===== src/rtl/mips_ctrl_pkg.sv =====
// Shared opcodes, state encodings and control-vector layout for the multicycle MIPS controller.
// Pure definitions: no latency or flow-control behaviour lives here.
package mips_ctrl_pkg;

  localparam logic [5:0] OP_RTYPE = 6'b000000;
  localparam logic [5:0] OP_LW    = 6'b100011;
  localparam logic [5:0] OP_SW    = 6'b101011;
  localparam logic [5:0] OP_BEQ   = 6'b000100;
  localparam logic [5:0] OP_ADDI  = 6'b001000;
  localparam logic [5:0] OP_J     = 6'b000010;

  typedef enum logic [3:0] {
    S_RESET    = 4'd0,
    S_FETCH    = 4'd1,
    S_DECODE   = 4'd2,
    S_MEMADR   = 4'd3,
    S_MEMREAD  = 4'd4,
    S_MEMWB    = 4'd5,
    S_MEMWRITE = 4'd6,
    S_EXECUTE  = 4'd7,
    S_ALUWB    = 4'd8,
    S_BRANCH   = 4'd9,
    S_ADDIEXEC = 4'd10,
    S_ADDIWB   = 4'd11,
    S_JUMP     = 4'd12
  } state_t;

  localparam logic [1:0] ALUOP_ADD   = 2'b00;
  localparam logic [1:0] ALUOP_SUB   = 2'b01;
  localparam logic [1:0] ALUOP_FUNCT = 2'b10;

  localparam logic [1:0] SRCB_RT    = 2'b00;
  localparam logic [1:0] SRCB_FOUR  = 2'b01;
  localparam logic [1:0] SRCB_IMM   = 2'b10;
  localparam logic [1:0] SRCB_IMMSH = 2'b11;

  localparam logic [1:0] PCSRC_ALU    = 2'b00;
  localparam logic [1:0] PCSRC_ALUOUT = 2'b01;
  localparam logic [1:0] PCSRC_JUMP   = 2'b10;

  typedef struct packed {
    logic       iord;
    logic       irwrite;
    logic       pcwrite;
    logic       branch;
    logic       regwrite;
    logic       regdst;
    logic       memtoreg;
    logic       memwrite;
    logic       alusrca;
    logic [1:0] alusrcb;
    logic [1:0] aluop;
    logic [1:0] pcsrc;
  } ctrl_t;

  // An instruction completes on the edge that leaves one of these states.
  function automatic logic is_retiring(input state_t s, input logic mem_ready);
    case (s)
      S_MEMWB, S_ALUWB, S_ADDIWB, S_BRANCH, S_JUMP: return 1'b1;
      S_MEMWRITE:                                   return mem_ready;
      default:                                      return 1'b0;
    endcase
  endfunction

endpackage


===== src/rtl/mc_state_outputs.sv =====
// Combinational state -> control-vector decode; zero latency, no handshake.
// FETCH's irwrite/pcwrite are raw here and get mem_ready-gated by the caller.
module mc_state_outputs
  import mips_ctrl_pkg::*;
(
  input  state_t state,
  output ctrl_t  ctrl
);

  always_comb begin
    ctrl = '0;
    case (state)
      S_FETCH: begin
        ctrl.alusrcb = SRCB_FOUR;
        ctrl.irwrite = 1'b1;
        ctrl.pcwrite = 1'b1;
      end
      S_DECODE:   ctrl.alusrcb = SRCB_IMMSH;
      S_MEMADR: begin
        ctrl.alusrca = 1'b1;
        ctrl.alusrcb = SRCB_IMM;
      end
      S_MEMREAD:  ctrl.iord = 1'b1;
      S_MEMWB: begin
        ctrl.memtoreg = 1'b1;
        ctrl.regwrite = 1'b1;
      end
      S_MEMWRITE: begin
        ctrl.iord     = 1'b1;
        ctrl.memwrite = 1'b1;
      end
      S_EXECUTE: begin
        ctrl.alusrca = 1'b1;
        ctrl.aluop   = ALUOP_FUNCT;
      end
      S_ALUWB: begin
        ctrl.regdst   = 1'b1;
        ctrl.regwrite = 1'b1;
      end
      S_BRANCH: begin
        ctrl.alusrca = 1'b1;
        ctrl.aluop   = ALUOP_SUB;
        ctrl.branch  = 1'b1;
        ctrl.pcsrc   = PCSRC_ALUOUT;
      end
      S_ADDIEXEC: begin
        ctrl.alusrca = 1'b1;
        ctrl.alusrcb = SRCB_IMM;
      end
      S_ADDIWB:   ctrl.regwrite = 1'b1;
      S_JUMP: begin
        ctrl.pcsrc   = PCSRC_JUMP;
        ctrl.pcwrite = 1'b1;
      end
      default: ;
    endcase
  end

endmodule


===== src/rtl/multicycle_controller.sv =====
// Multicycle MIPS control FSM: 3-5 cycles per instruction, one extra cycle per mem_ready-low cycle.
// FETCH, MEMREAD and MEMWRITE hold until mem_ready; counts retired instructions.
module multicycle_controller
  import mips_ctrl_pkg::*;
#(
  parameter int CNT_W = 32
) (
  input  logic             clk,
  input  logic             reset,
  input  logic [5:0]       op,
  input  logic             zero,
  input  logic             mem_ready,
  output logic             iord,
  output logic             irwrite,
  output logic             pc_en,
  output logic             regwrite,
  output logic             regdst,
  output logic             memtoreg,
  output logic             memwrite,
  output logic             alusrca,
  output logic [1:0]       alusrcb,
  output logic [1:0]       aluop,
  output logic [1:0]       pcsrc,
  output logic             illegal_op,
  output logic [CNT_W-1:0] retired,
  output logic [3:0]       state
);

  state_t cur_state, nxt_state;
  ctrl_t  ctrl;
  logic   fetch_gate;

  always_ff @(posedge clk or posedge reset) begin
    if (reset) cur_state <= S_RESET;
    else       cur_state <= nxt_state;
  end

  always_comb begin
    nxt_state  = cur_state;
    illegal_op = 1'b0;
    case (cur_state)
      S_RESET:    nxt_state = S_FETCH;
      S_FETCH:    if (mem_ready) nxt_state = S_DECODE;
      S_DECODE: begin
        case (op)
          OP_LW, OP_SW: nxt_state = S_MEMADR;
          OP_RTYPE:     nxt_state = S_EXECUTE;
          OP_BEQ:       nxt_state = S_BRANCH;
          OP_ADDI:      nxt_state = S_ADDIEXEC;
          OP_J:         nxt_state = S_JUMP;
          default: begin
            nxt_state  = S_FETCH;
            illegal_op = 1'b1;
          end
        endcase
      end
      S_MEMADR: begin
        if (op == OP_LW)      nxt_state = S_MEMREAD;
        else if (op == OP_SW) nxt_state = S_MEMWRITE;
        else                  nxt_state = S_FETCH;
      end
      S_MEMREAD:  if (mem_ready) nxt_state = S_MEMWB;
      S_MEMWRITE: if (mem_ready) nxt_state = S_FETCH;
      S_EXECUTE:  nxt_state = S_ALUWB;
      S_ADDIEXEC: nxt_state = S_ADDIWB;
      S_MEMWB, S_ALUWB, S_ADDIWB, S_BRANCH, S_JUMP: nxt_state = S_FETCH;
      default:    nxt_state = S_RESET;
    endcase
  end

  always_ff @(posedge clk or posedge reset) begin
    if (reset)                               retired <= '0;
    else if (is_retiring(cur_state, mem_ready)) retired <= retired + 1'b1;
  end

  mc_state_outputs u_dec (
    .state (cur_state),
    .ctrl  (ctrl)
  );

  // Only the FETCH strobes wait on memory; JUMP's pcwrite is unconditional.
  assign fetch_gate = (cur_state == S_FETCH) ? mem_ready : 1'b1;

  assign iord     = ctrl.iord;
  assign irwrite  = ctrl.irwrite & fetch_gate;
  assign pc_en    = (ctrl.pcwrite & fetch_gate) | (ctrl.branch & zero);
  assign regwrite = ctrl.regwrite;
  assign regdst   = ctrl.regdst;
  assign memtoreg = ctrl.memtoreg;
  assign memwrite = ctrl.memwrite;
  assign alusrca  = ctrl.alusrca;
  assign alusrcb  = ctrl.alusrcb;
  assign aluop    = ctrl.aluop;
  assign pcsrc    = ctrl.pcsrc;
  assign state    = cur_state;

endmodule


===== config.mk =====
export PLATFORM = sky130hd
export DESIGN_NAME = multicycle_controller
export DESIGN_NICKNAME = d
export VERILOG_FILES = /design/src/rtl/mips_ctrl_pkg.sv /design/src/rtl/mc_state_outputs.sv /design/src/rtl/multicycle_controller.sv
export SDC_FILE = /design/constraint.sdc
export NUM_CORES = 1
export LEC_CHECK = 0
export ABC_CLOCK_PERIOD_IN_PS = 2300
export BUFFER_PORTS_ARGS = -buffer_cell sky130_fd_sc_hd__buf_2
export CORE_UTILIZATION = 55
export CTS_BUF_LIST = sky130_fd_sc_hd__clkbuf_4 sky130_fd_sc_hd__clkbuf_8
export CTS_CLUSTER_SIZE = 30
export DETAILED_ROUTE_END_ITERATION = 7
export PLACE_DENSITY = 0.93
export SLEW_MARGIN = 20
export SYNTH_ARGS = -nofsm -noshare
export SYNTH_HDL_FRONTEND = slang
export SYNTH_HIERARCHICAL = 1
export SYNTH_SLANG_ARGS = --single-unit

===== constraint.sdc =====
create_clock -name clk -period 2.3 [get_ports clk]
set_input_delay 0.575 -clock clk [delete_from_list [all_inputs] [get_ports clk]]
set_output_delay 0.575 -clock clk [all_outputs]
set_load 0.1 [all_outputs]

* Yosys cells after proc, flatten, opt, wreduce, memory -nomap -nowiden
Index checks and enable logic that the tools add are counted.
** Operators by class
- $add $sub $neg :: 1
- Multiply operators :: 0
- Divide/modulo/power cells :: 0
- Magnitude comparators :: 0
- Equal/unequal tests :: 20
- Shift operators :: 0
- Mux-type cells :: 23
- Bitwise operators :: 4
- Reduce and logical (&&, ||, !) cells :: 12
** Operator list (count)
- 32-bit by 1-bit adder with 32-bit output (second input constant) :: 1
- 4-bit one-hot mux with 8 select lines :: 1
- 4-bit == test (second input constant) :: 5
- 4-bit one-hot mux with 5 select lines :: 1
- 4-bit by 3-bit == test with 1-bit output (second input constant) :: 4
- 6-bit == test (second input constant) :: 2
- 1-bit two-way mux :: 12
- 4-bit two-way mux :: 3
- 6-bit OR reduction :: 2
- 4-bit by 2-bit == test with 1-bit output (second input constant) :: 2
- 2-bit one-hot mux with 2 select lines :: 2
- 2-bit OR reduction :: 4
- 6-bit by 2-bit == test with 1-bit output (second input constant) :: 1
- 6-bit by 3-bit == test with 1-bit output (second input constant) :: 1
- 6-bit by 4-bit == test with 1-bit output (second input constant) :: 1
- 6-bit logical NOT :: 1
- 3-bit two-way mux :: 2
- 2-bit != test (second input constant) :: 3
- 2-bit one-hot mux with 3 select lines :: 1
- 5-bit OR reduction :: 1
- 4-bit by 1-bit == test with 1-bit output (second input constant) :: 1
- 4-bit logical NOT :: 1
- 4-bit OR reduction :: 1
- 1-bit bitwise AND :: 3
- 4 further kinds :: 4
** Word-level totals
- Flip-flop bits (word level) :: 36
- Bits in latches :: 0
- Memory bits (writable) :: 0
- ROM bits :: 0
- Input bits :: 10
- Output and inout bits :: 51
- Word-level logic and storage cells :: 62
- Memories :: 0

* Longest topological paths before layout
Gate-level depths: netlist of run 1.
- Depth after elaboration :: 5
- Gate-level depth with buffers :: 7

* Hierarchy
Netlist of run 1, hierarchy kept.
** By module, submodules not included
- multicycle_controller :: instances 1, cells each 195, area each 2035.7 um^2, sequential area each 900.9 um^2
- mc_state_outputs :: instances 1, cells each 28, area each 241.5 um^2, sequential area each 0.0 um^2

* Worst setup path before layout of run 1
OpenSTA, ideal clock, no wires.
- Path type :: register -> output
- Start point :: register cur_state[2], in the netlist state[2]
- End point :: output pcsrc[1]
- Arrival :: 4.329 ns
- Data required time :: 1.725 ns
- Setup slack :: -2.604 ns
- Stages on the path, launching flop included :: 3
- Cell sequence :: dfrtp_1 clkbuf_4 nor4bb_1
** On the way
- Word-level cells in the longest chain between the ends :: 2
** Ends and longest elaborated chain
- start: declaration :: RTL line multicycle_controller.sv:29 : state_t cur_state, nxt_state;
- start signal: assignment :: RTL line multicycle_controller.sv:35 : else cur_state <= nxt_state;
- 4-bit == test :: RTL line mc_state_outputs.sv:12 : case (state)
- 2-bit one-hot mux with 2 select lines (*) :: RTL line mc_state_outputs.sv:12
- end: declaration :: RTL line multicycle_controller.sv:23 : output logic [1:0] pcsrc,
Mark *: on every way between the ends. The rest lies on a longest branch, timed or not.

* Final worst setup path of run 1
- Start point :: register cur_state[2], in the netlist state[2]
- End point :: output regwrite
** On the way
- Word-level cells in the longest chain between the ends :: 3
** Ends and longest elaborated chain
- 4-bit by 3-bit == test with 1-bit output or 4-bit == test (tied branches) :: RTL line mc_state_outputs.sv:12
- 3-bit OR reduction (no line) (*)
- 1-bit two-way mux (*) :: RTL line mc_state_outputs.sv:12
- end: declaration :: RTL line multicycle_controller.sv:16 : output logic regwrite,
Marks and branches as above.

==> results of run 1 <==
## synthesized netlist by cell type (all sizes together)
library cell / instances / area share, %
nor4: 2 / 1.5
buf: 8 / 2.7
o22ai: 1 / 0.27
and2: 2 / 0.55
o41ai: 1 / 0.38
a211oi: 2 / 0.66
o2111ai: 1 / 1.2
nand3b: 3 / 1.5
nor3: 16 / 5.3
nor2: 14 / 2.3
nor4b: 1 / 0.66
clkbuf: 2 / 0.49
inv: 8 / 1.3
and3: 7 / 1.9
mux2: 2 / 0.99
nor3b: 4 / 1.8
a21o: 1 / 0.33
nor4bb: 2 / 0.88
a211o: 1 / 0.38
and3b: 1 / 0.38
a32o: 1 / 0.44
or2b: 1 / 0.33
and4: 1 / 0.38
nand3: 13 / 2.9
or3b: 1 / 0.38
and4b: 2 / 0.88
nand4: 8 / 3.8
dfrtp: 36 / 40
a21oi: 6 / 1.6
o21a: 1 / 0.38
and2b: 1 / 0.33
mux2i: 1 / 0.44
nand2: 13 / 2.1
o21ba: 1 / 0.44
xor2: 16 / 6.2
o21ai: 7 / 1.5
or3: 3 / 0.82
ha: 1 / 0.55
nand2b: 3 / 0.82
o211a: 1 / 0.44
a22o: 1 / 0.38
nor2b: 6 / 1.8
xnor2: 18 / 6.9
and4bb: 2 / 1.1
## how the worst max path moves through the flow
stage | from | end | slack [ns] | cells past startpoint
after floorplan | state[1] | regwrite | -0.63 | 3
after global placement | op[1] | illegal_op | 0.11 | 5
after detailed placement | op[1] | illegal_op | 0.08 | 5
after CTS | state[0] | alusrca | 0.01 | 3
after global routing | state[2] | regwrite | -0.005 | 4
final | state[2] | regwrite | 0.03 | 4
## layer usage
layer,GRT usage (%),vias to the layer above
met3,6.207,12
met4,10.11,0
li1,-,932
met5,0,-
met2,46.43,80
met1,30.26,950
## power by group
group | switching [mW] | internal, mW
sequential | 0.111 | 0.680
combinational | 0.987 | 0.416
clock | 0.225 | 0.320
## worst min-delay path, cell delays in order
cell	delay, ns
buf_2	0.09
inv_1	0.04
buf_4	0.39
## flip-flops by register name, indices dropped and copies added (netlist names)
name and count:
retired 32, state 4
## area by class of cell
| class | instances | area (um^2) | share of cell area [%] |
|---|---|---|---|
| multi-input combinational | 169 | 1388 | 44.75 |
| sequential | 36 | 922.1 | 29.74 |
| timing repair buffer | 75 | 586.8 | 18.93 |
| clock buffer | 5 | 68.82 | 2.220 |
| tap | 50 | 62.56 | 2.018 |
| clock inverter | 3 | 42.54 | 1.372 |
| inverter | 8 | 30.03 | 0.9685 |
## kinds of logic after synthesis
group / synth area share [%]
simple gates: 32.36
flops: 39.56
xor+xnor: 13.08
compound gates: 8.462
buf+inv: 4.560
mux: 1.429
fa+ha+maj: 0.5494
## what timing repair did
action                                  CTS  global route
setup buffers                             6             4
pin swaps                                 0             1
endpoints found under the setup margin    9            13
hold buffers                              0             0
resized for setup                         5             6
## through the flow
step / std cells / util (%) / hold WS (ns) / TNS [ns]
floorplan: 223 / - / 0.7416 / -2.343
global placement: 328 / 71.63 / 0.4516 / 0
detailed placement: 328 / 71.63 / 0.4548 / 0
CTS: 342 / 76.29 / 0.3766 / 0
global route: 346 / 77.51 / 0.3877 / -0.006679
finish: 346 / 77.51 / 0.3732 / 0
==> metrics.csv, run 1 <==
metric;value;unit
clk_latency;0.29;ns
powerDensity;883.1;nW/um^2
postLayoutSetupSlackWorst;0.03182;ns
drt_iter0_drc;76;
reg2reg_depth;7;
crit_family;flip-flops;
hp-class;primary input to async pin;
place_worst_setup_slack;0.08252;ns
status;complete, no violations;
worst_pin_slew;0.4965;ns
slowest_stage;dfrtp_4;
crit_buf_inv;2;
drive_gt1_share;45.27;%
clock-root-buffer;clkbuf_8;
overflow;0;
path_class;register to output port;
finalInstanceArea;3100;um^2
fmax;440.9;MHz
final_common_cell;buf_2;
crit_path_cell_trace;buf_6 > nor2b_2 > a211o_4 > buf_12;
die_area;4402;um^2
firstDrtPassIters;4;
crit_fanout;10;
rows;23;
via_per_inst;5.705;
synth_nets;234;
antenna_violating_nets_post_route;0;
cts_sinks;36;
yosys_warnings;6;
tritoncts;built;
fill_cells;272;
ir_drop;0.6222;mV
clkTransAtPathRegs;0.07;ns
placed_area;2865;um^2
routed_wirelength;5305;um
finClkSkew;0.003446;ns
drc_errors;0;
start_kind;register;
yosysSeqAreaShare;39.56;%
finalMaxSlewViolations;0;
top_layer;met4;
initial_core_util;56.93;%
met3_length;296;um
required;1.73;ns
wl_per_cell;15.33;um
arrival;1.69;ns
num_antenna_cells;0;
cp-end-kind;output port;
grt_pass1_vias;1879;
htreeDepth;2;
mappedNetlistArea;2277;um^2
io_pins;61;
rr_endpoint;retired[11];
reg2reg_setup_slack;0.16;ns
place_hpwl;3595;um
syn_inst;223;
rsz0062_at_grt;true;
die_h;66.35;um
relSlewSlack;67.13;%
layout_common_cells;buf_2 (47), dfrtp_1 (27), xnor2_1 (18);
dieWidth;66.35;um
cap_violations;0;
cts_buffer_depth;2;
track_usage;26.21;%
areaGrowthSynthToFinish;36.15;%
p_leak;1.547;nW
portBuffers;60;
syn_area_per_cell;10.21;um^2
r2r-start;state[1];
wl_met1;2126;um
gp_congestion;0.7752;
fin_nets;306;
ys_types;57;
numCtsBuffers;5;
slowest_delay;0.53;ns
grt_pass1_wl;8645;um
antenna_found_initial;0;
ys_seq_elements;36;
power.total;2.738;mW
via_count;1974;
period_minus_slack;2.268;ns
met2_length;2781;um
grt_max_degree;37;
fin_crit_sh;98.62;%
hold_viol_final;0;
finalSetupViolations;0;
core_area;4000;um^2
Note: power is estimated with default switching activity, not from simulation.
==> inputs of run 2 (changes only) <==
Settings changed: ABC_CLOCK_PERIOD_IN_PS 2300 to unset, SETUP_SLACK_MARGIN set to 0.2.
==> run 2 against run 1 <==
  * Register-to-register slack better by 0.09 ns
  * Largest cell class unchanged
  * Count of clock-buffer cells in the layout increased by 2
  * Worst hold slack gained 0.00096 ns
  * Highest routed layer unchanged
  * Clock power is 13% lower
  * Sequential share of layout area shrank 1.9 points
  * Die area unchanged
==> metrics.csv, run 2 (same netlist as run 1, synthesis figures left out) <==
metric;value;unit;change
startpoint;state[2];;unchanged
finClkSkew;0.007667;ns;was 0.003446 ns
core_area;4000;um^2;unchanged
wl_met1;2347;um;was 2126 um
firstDrtPassIters;4;;unchanged
met2_length;3220;um;was 2781 um
dieWidth;66.35;um;unchanged
grt_pass1_wl;9073;um;was 8645 um
clock-root-buffer;clkbuf_8;;unchanged
clkTransAtPathRegs;0.07;ns;about the same
hp-class;primary input to async pin;;unchanged
place_hpwl;3485;um;was 3595 um
arrival;1.71;ns;was 1.69 ns
required;1.73;ns;about the same
cts_sinks;36;;unchanged
largest_reg_flops;32;;unchanged
via_count;2077;;was 1974
rows;23;;unchanged
io_pins;61;;unchanged
cap_violations;0;;unchanged
fmax;438.0;MHz;was 440.9 MHz
final_common_cell;buf_2;;unchanged
drt_iter0_drc;144;;was 76
path_class;register to output port;;unchanged
crit_fanout;7;;was 10
relSlewSlack;66.44;%;was 67.13%
clk_latency;0.29;ns;about the same
wl_per_cell;16.79;um;was 15.33 um
track_usage;27.99;%;was 26.21%
cts-hold-fix-buffers;0;;unchanged
fin_crit_sh;99.26;%;was 98.62%
top_register;retired;;unchanged
powerDensity;885.3;nW/um^2;was 883.1 nW/um^2
die_area;4402;um^2;unchanged
areaGrowthSynthToFinish;47.58;%;was 36.15%
cts_buffer_depth;2;;unchanged
grt_max_degree;37;;unchanged
start_kind;register;;unchanged
hold_viol_final;0;;unchanged
status;complete, no violations;;unchanged
routed_wirelength;6060;um;was 5305 um
rsz0062_at_grt;true;;unchanged
htreeDepth;2;;unchanged
antenna_violating_nets_post_route;0;;unchanged
drive_gt1_share;52.41;%;was 45.27%
fin_nets;321;;was 306
gp_congestion;0.8241;;was 0.7752
place_worst_setup_slack;0.04228;ns;was 0.08252 ns
layout_common_cells;buf_2 (44), buf_4 (18), xnor2_1 (17), dfrtp_1 (17), xor2_1 (16);;was buf_2 (47), dfrtp_1 (27), xnor2_1 (18)
period_minus_slack;2.283;ns;was 2.268 ns
r2r-start;state[1];;unchanged
worst_pin_slew;0.5069;ns;was 0.4965 ns
p_leak;1.634;nW;was 1.547 nW
grt_pass1_vias;1957;;was 1879
numCtsBuffers;5;;unchanged
postLayoutSetupSlackWorst;0.01708;ns;was 0.03182 ns
via_per_inst;5.753;;was 5.705
num_antenna_cells;0;;unchanged
drc_errors;0;;unchanged
setup_tns;0;ns;unchanged
die_h;66.35;um;unchanged
top_layer;met4;;unchanged
met3_length;312;um;was 296 um
portBuffers;60;;unchanged
ir_drop;0.5223;mV;was 0.6222 mV
cp-end-kind;output port;;unchanged
finalMaxSlewViolations;0;;unchanged
overflow;0;;unchanged
tritoncts;built;;unchanged
initial_core_util;56.93;%;unchanged
finalSetupViolations;0;;unchanged
antenna_found_initial;0;;unchanged
run 2: power breakdown:
part | internal, mW | total [mW] | leakage [nW] | switching [mW]
Clock | 0.255 | 0.474 | 0.0479 | 0.219
Combinational | 0.642 | 1.75 | 1.13 | 1.11
Sequential | 0.680 | 0.749 | 0.458 | 0.0681
run 2: path summary, 6_finish.rpt:
path | endpoint | slack [ns] | depth (start not counted)
max reg2reg | retired[25] | 0.25 | 7
min in group clk | retired[31] | 0.46 | 1
max in group asynchronous | state[0] | 1.57 | 3
min reg2reg | retired[31] | 0.46 | 1
min | retired[29] | 0.37 | 3
max | pc_en | 0.02 | 4
run 2: final cells by class:
| cell class | count | area (um^2) |
|---|---|---|
| Clock buffer | 7 | 90.09 |
| Sequential cell | 36 | 934.6 |
| Multi-Input combinational cell | 169 | 1430 |
| Inverter | 8 | 30.03 |
| Fill cell | 216 | 639.4 |
| Tap cell | 50 | 62.56 |
| Timing Repair Buffer | 90 | 805.8 |
| Clock inverter | 1 | 7.507 |
run 2: stage by stage:
step	util [%]	hold WS (ns)	cell area [um^2]	total power [mW]	instances
detailed placement	71.85	0.4548	2874	2.114	329
global placement	71.85	0.4518	2874	2.098	329
global route	84.02	0.4158	3361	3.085	361
finish	84.02	0.3742	3361	2.975	361
floorplan	-	0.7410	2434	1.896	223
CTS	79.70	0.3825	3188	2.798	354
run 2: routing by layer:
layer  track usage, %  vias up
li1                 -      963
met1            31.21     1003
met2            49.36       91
met3            6.897       20
met4            13.56        0
met5                0        -
run 2: timing repair:
item | in CTS | in global routing
setup endpoints to repair | 15 | 36
pin swaps | 5 | 12
cloned | 0 | 0
setup buffers | 17 | 7
resized for setup | 27 | 29
run 2: worst max-delay path, stage by stage (launching register included):
cell	delay, ns
dfrtp_4	0.53
or3b_4	0.41
a21oi_2	0.13
a22o_2	0.18
buf_12	0.17
==> inputs of run 3 (changes only) <==
Settings changed: PLACE_DENSITY 0.93 to 0.83.
==> run 3 against run 2 <==
  * First-iteration DRC count is 30% higher
  * Register-to-register slack worse by 0.04 ns
  * Utilization is 3.1 points higher
  * Non-clock buffer count is 6 higher
  * Clock skew is 0.0019 ns lower
  * Clock power is 2% higher
  * Highest routed layer unchanged
==> metrics.csv, run 3 (same netlist as run 1, synthesis figures left out) <==
metric;value;unit;change
status;complete, no violations;;unchanged
track_usage;28.03;%;was 27.99%
fill_cells;206;;was 216
p_leak;1.790;nW;was 1.634 nW
required;1.73;ns;about the same
path_class;register to output port;;unchanged
cts-hold-fix-buffers;0;;unchanged
portBuffers;60;;unchanged
dpl.cell_count;331;;was 329
relSlewSlack;67.10;%;was 66.44%
gp_congestion;0.7338;;was 0.8241
seqPwrFrac;25.5;%;was 25.2%
cts_sinks;36;;unchanged
wl_per_cell;17.65;um;was 16.79 um
reg2reg_setup_slack;0.21;ns;was 0.25 ns
rsz0062_at_grt;true;;unchanged
fin_crit_sh;99.31;%;was 99.26%
grt_pass1_wl;9101;um;was 9073 um
firstDrtPassIters;4;;unchanged
cp-end-kind;output port;;unchanged
worst_pin_slew;0.4970;ns;was 0.5069 ns
grt_max_degree;30;;was 37
ir_drop;0.8455;mV;was 0.5223 mV
core_area;4000;um^2;unchanged
finalMaxSlewViolations;0;;unchanged
antenna_found_initial;0;;unchanged
numCtsBuffers;5;;unchanged
drt_iter0_drc;187;;was 144
power_frac_clock;16.1;%;was 15.9%
power.total;2.992;mW;was 2.975 mW
via_count;2123;;was 2077
rows;23;;unchanged
areaGrowthSynthToFinish;52.97;%;was 47.58%
r2r-start;state[1];;unchanged
cts_buffer_depth;2;;unchanged
fmax;437.8;MHz;was 438.0 MHz
clock-root-buffer;clkbuf_8;;unchanged
cap_violations;0;;unchanged
fin_nets;327;;was 321
drive_gt1_share;54.26;%;was 52.41%
die_area;4402;um^2;unchanged
clk_latency;0.29;ns;about the same
hp-class;primary input to async pin;;unchanged
startpoint;state[1];;was state[2]
place_hpwl;3473;um;was 3485 um
htreeDepth;2;;unchanged
switching_share;47.89;%;was 46.99%
io_pins;61;;unchanged
layout_common_cells;buf_2 (45), buf_4 (24), xnor2_1 (17), dfrtp_1 (17), buf_12 (16);;was buf_2 (44), buf_4 (18), xnor2_1 (17), dfrtp_1 (17), xor2_1 (16)
arrival;1.71;ns;about the same
top_register;retired;;unchanged
crit_fanout;7;;unchanged
final_common_cell;buf_2;;unchanged
grt_pass1_vias;1942;;was 1957
clkTransAtPathRegs;0.07;ns;about the same
antenna_violating_nets_post_route;0;;unchanged
routed_wirelength;6476;um;was 6060 um
final_cells;367;;was 361
p_int;1.559;mW;was 1.577 mW
finClkSkew;0.005817;ns;was 0.007667 ns
worst_hold_slack;0.2438;ns;was 0.3742 ns
powerDensity;858.9;nW/um^2;was 885.3 nW/um^2
pwr-share-comb;58.4;%;was 58.9%
tritoncts;built;;unchanged
initial_core_util;56.93;%;unchanged
period_minus_slack;2.284;ns;was 2.283 ns
die_h;66.35;um;unchanged
overflow;0;;unchanged
largest_reg_flops;32;;unchanged
finalSetupViolations;0;;unchanged
start_kind;register;;unchanged
hold_viol_final;0;;unchanged
dieWidth;66.35;um;unchanged
num_antenna_cells;0;;unchanged
via_per_inst;5.785;;was 5.753
drc_errors;0;;unchanged
switching_power;1.433;mW;was 1.398 mW
[run 3: cell count changes in the layout (fill, tap and decap cells not counted), sizes merged]
cell / before / now
buf: 89 / 95
[run 3: final timing paths]
kind,endpoint,cells after the start
worst max-delay path,pc_en,6
worst min-delay path,retired[30],2
worst max register to register,retired[21],8
worst min register to register,retired[4],1
max in group asynchronous,retired[3],3
min in group clk,retired[4],1
[run 3: critical path, stage by stage, from the launching register on]
cell and delay [ns]:
dfrtp_4 0.53, buf_6 0.14, buf_4 0.15, buf_4 0.14
a21oi_2 0.10, a22o_2 0.17, buf_12 0.17
[run 3: routing by layer]
metal	up-vias	global-route usage, %	routed length [um]
li1	972	-	-
met1	1042	32.56	2599
met2	86	48.60	3360
met3	23	5.000	283
met4	0	15.16	232
met5	-	0	0
[run 3: metrics by stage]
stage	TNS, ns	utilization, %	setup WS, ns	instance area [um^2]
2_1_floorplan	-2.343	-	-0.6328	2434
3_3_place_gp	0	73.66	0.1189	2947
3_5_place_dp	0	73.66	0.09872	2947
4_1_cts	0	81.61	0.06211	3264
5_1_grt	-0.000005218	87.08	-0.000005218	3483
6_report	0	87.08	0.01590	3483
[run 3: cell type report]
type / count / area, um^2 / share of cell area [%]
Inverter: 8 / 30.03 / 0.8621
Timing Repair Buffer: 96 / 857.1 / 24.60
Sequential cell: 36 / 934.6 / 26.83
Tap cell: 50 / 62.56 / 1.796
Multi-Input combinational cell: 169 / 1501 / 43.10
Clock buffer: 7 / 90.09 / 2.586
Clock inverter: 1 / 7.507 / 0.2155
[run 3: what timing repair did]
item | CTS | global route
pin swaps | 5 | 23
endpoints found under the setup margin | 15 | 40
setup buffers | 19 | 8
gates resized for setup | 26 | 34
gates cloned | 0 | 1
[run 3: power groups by stage]
stage	Clock (mW)	Combinational, mW	Sequential [mW]
after floorplan	0	0.872	1.02
after global placement	0	1.37	0.807
after detailed placement	0	1.40	0.807
after CTS	0.488	1.57	0.761
after global routing	0.511	1.80	0.769
final	0.482	1.75	0.763
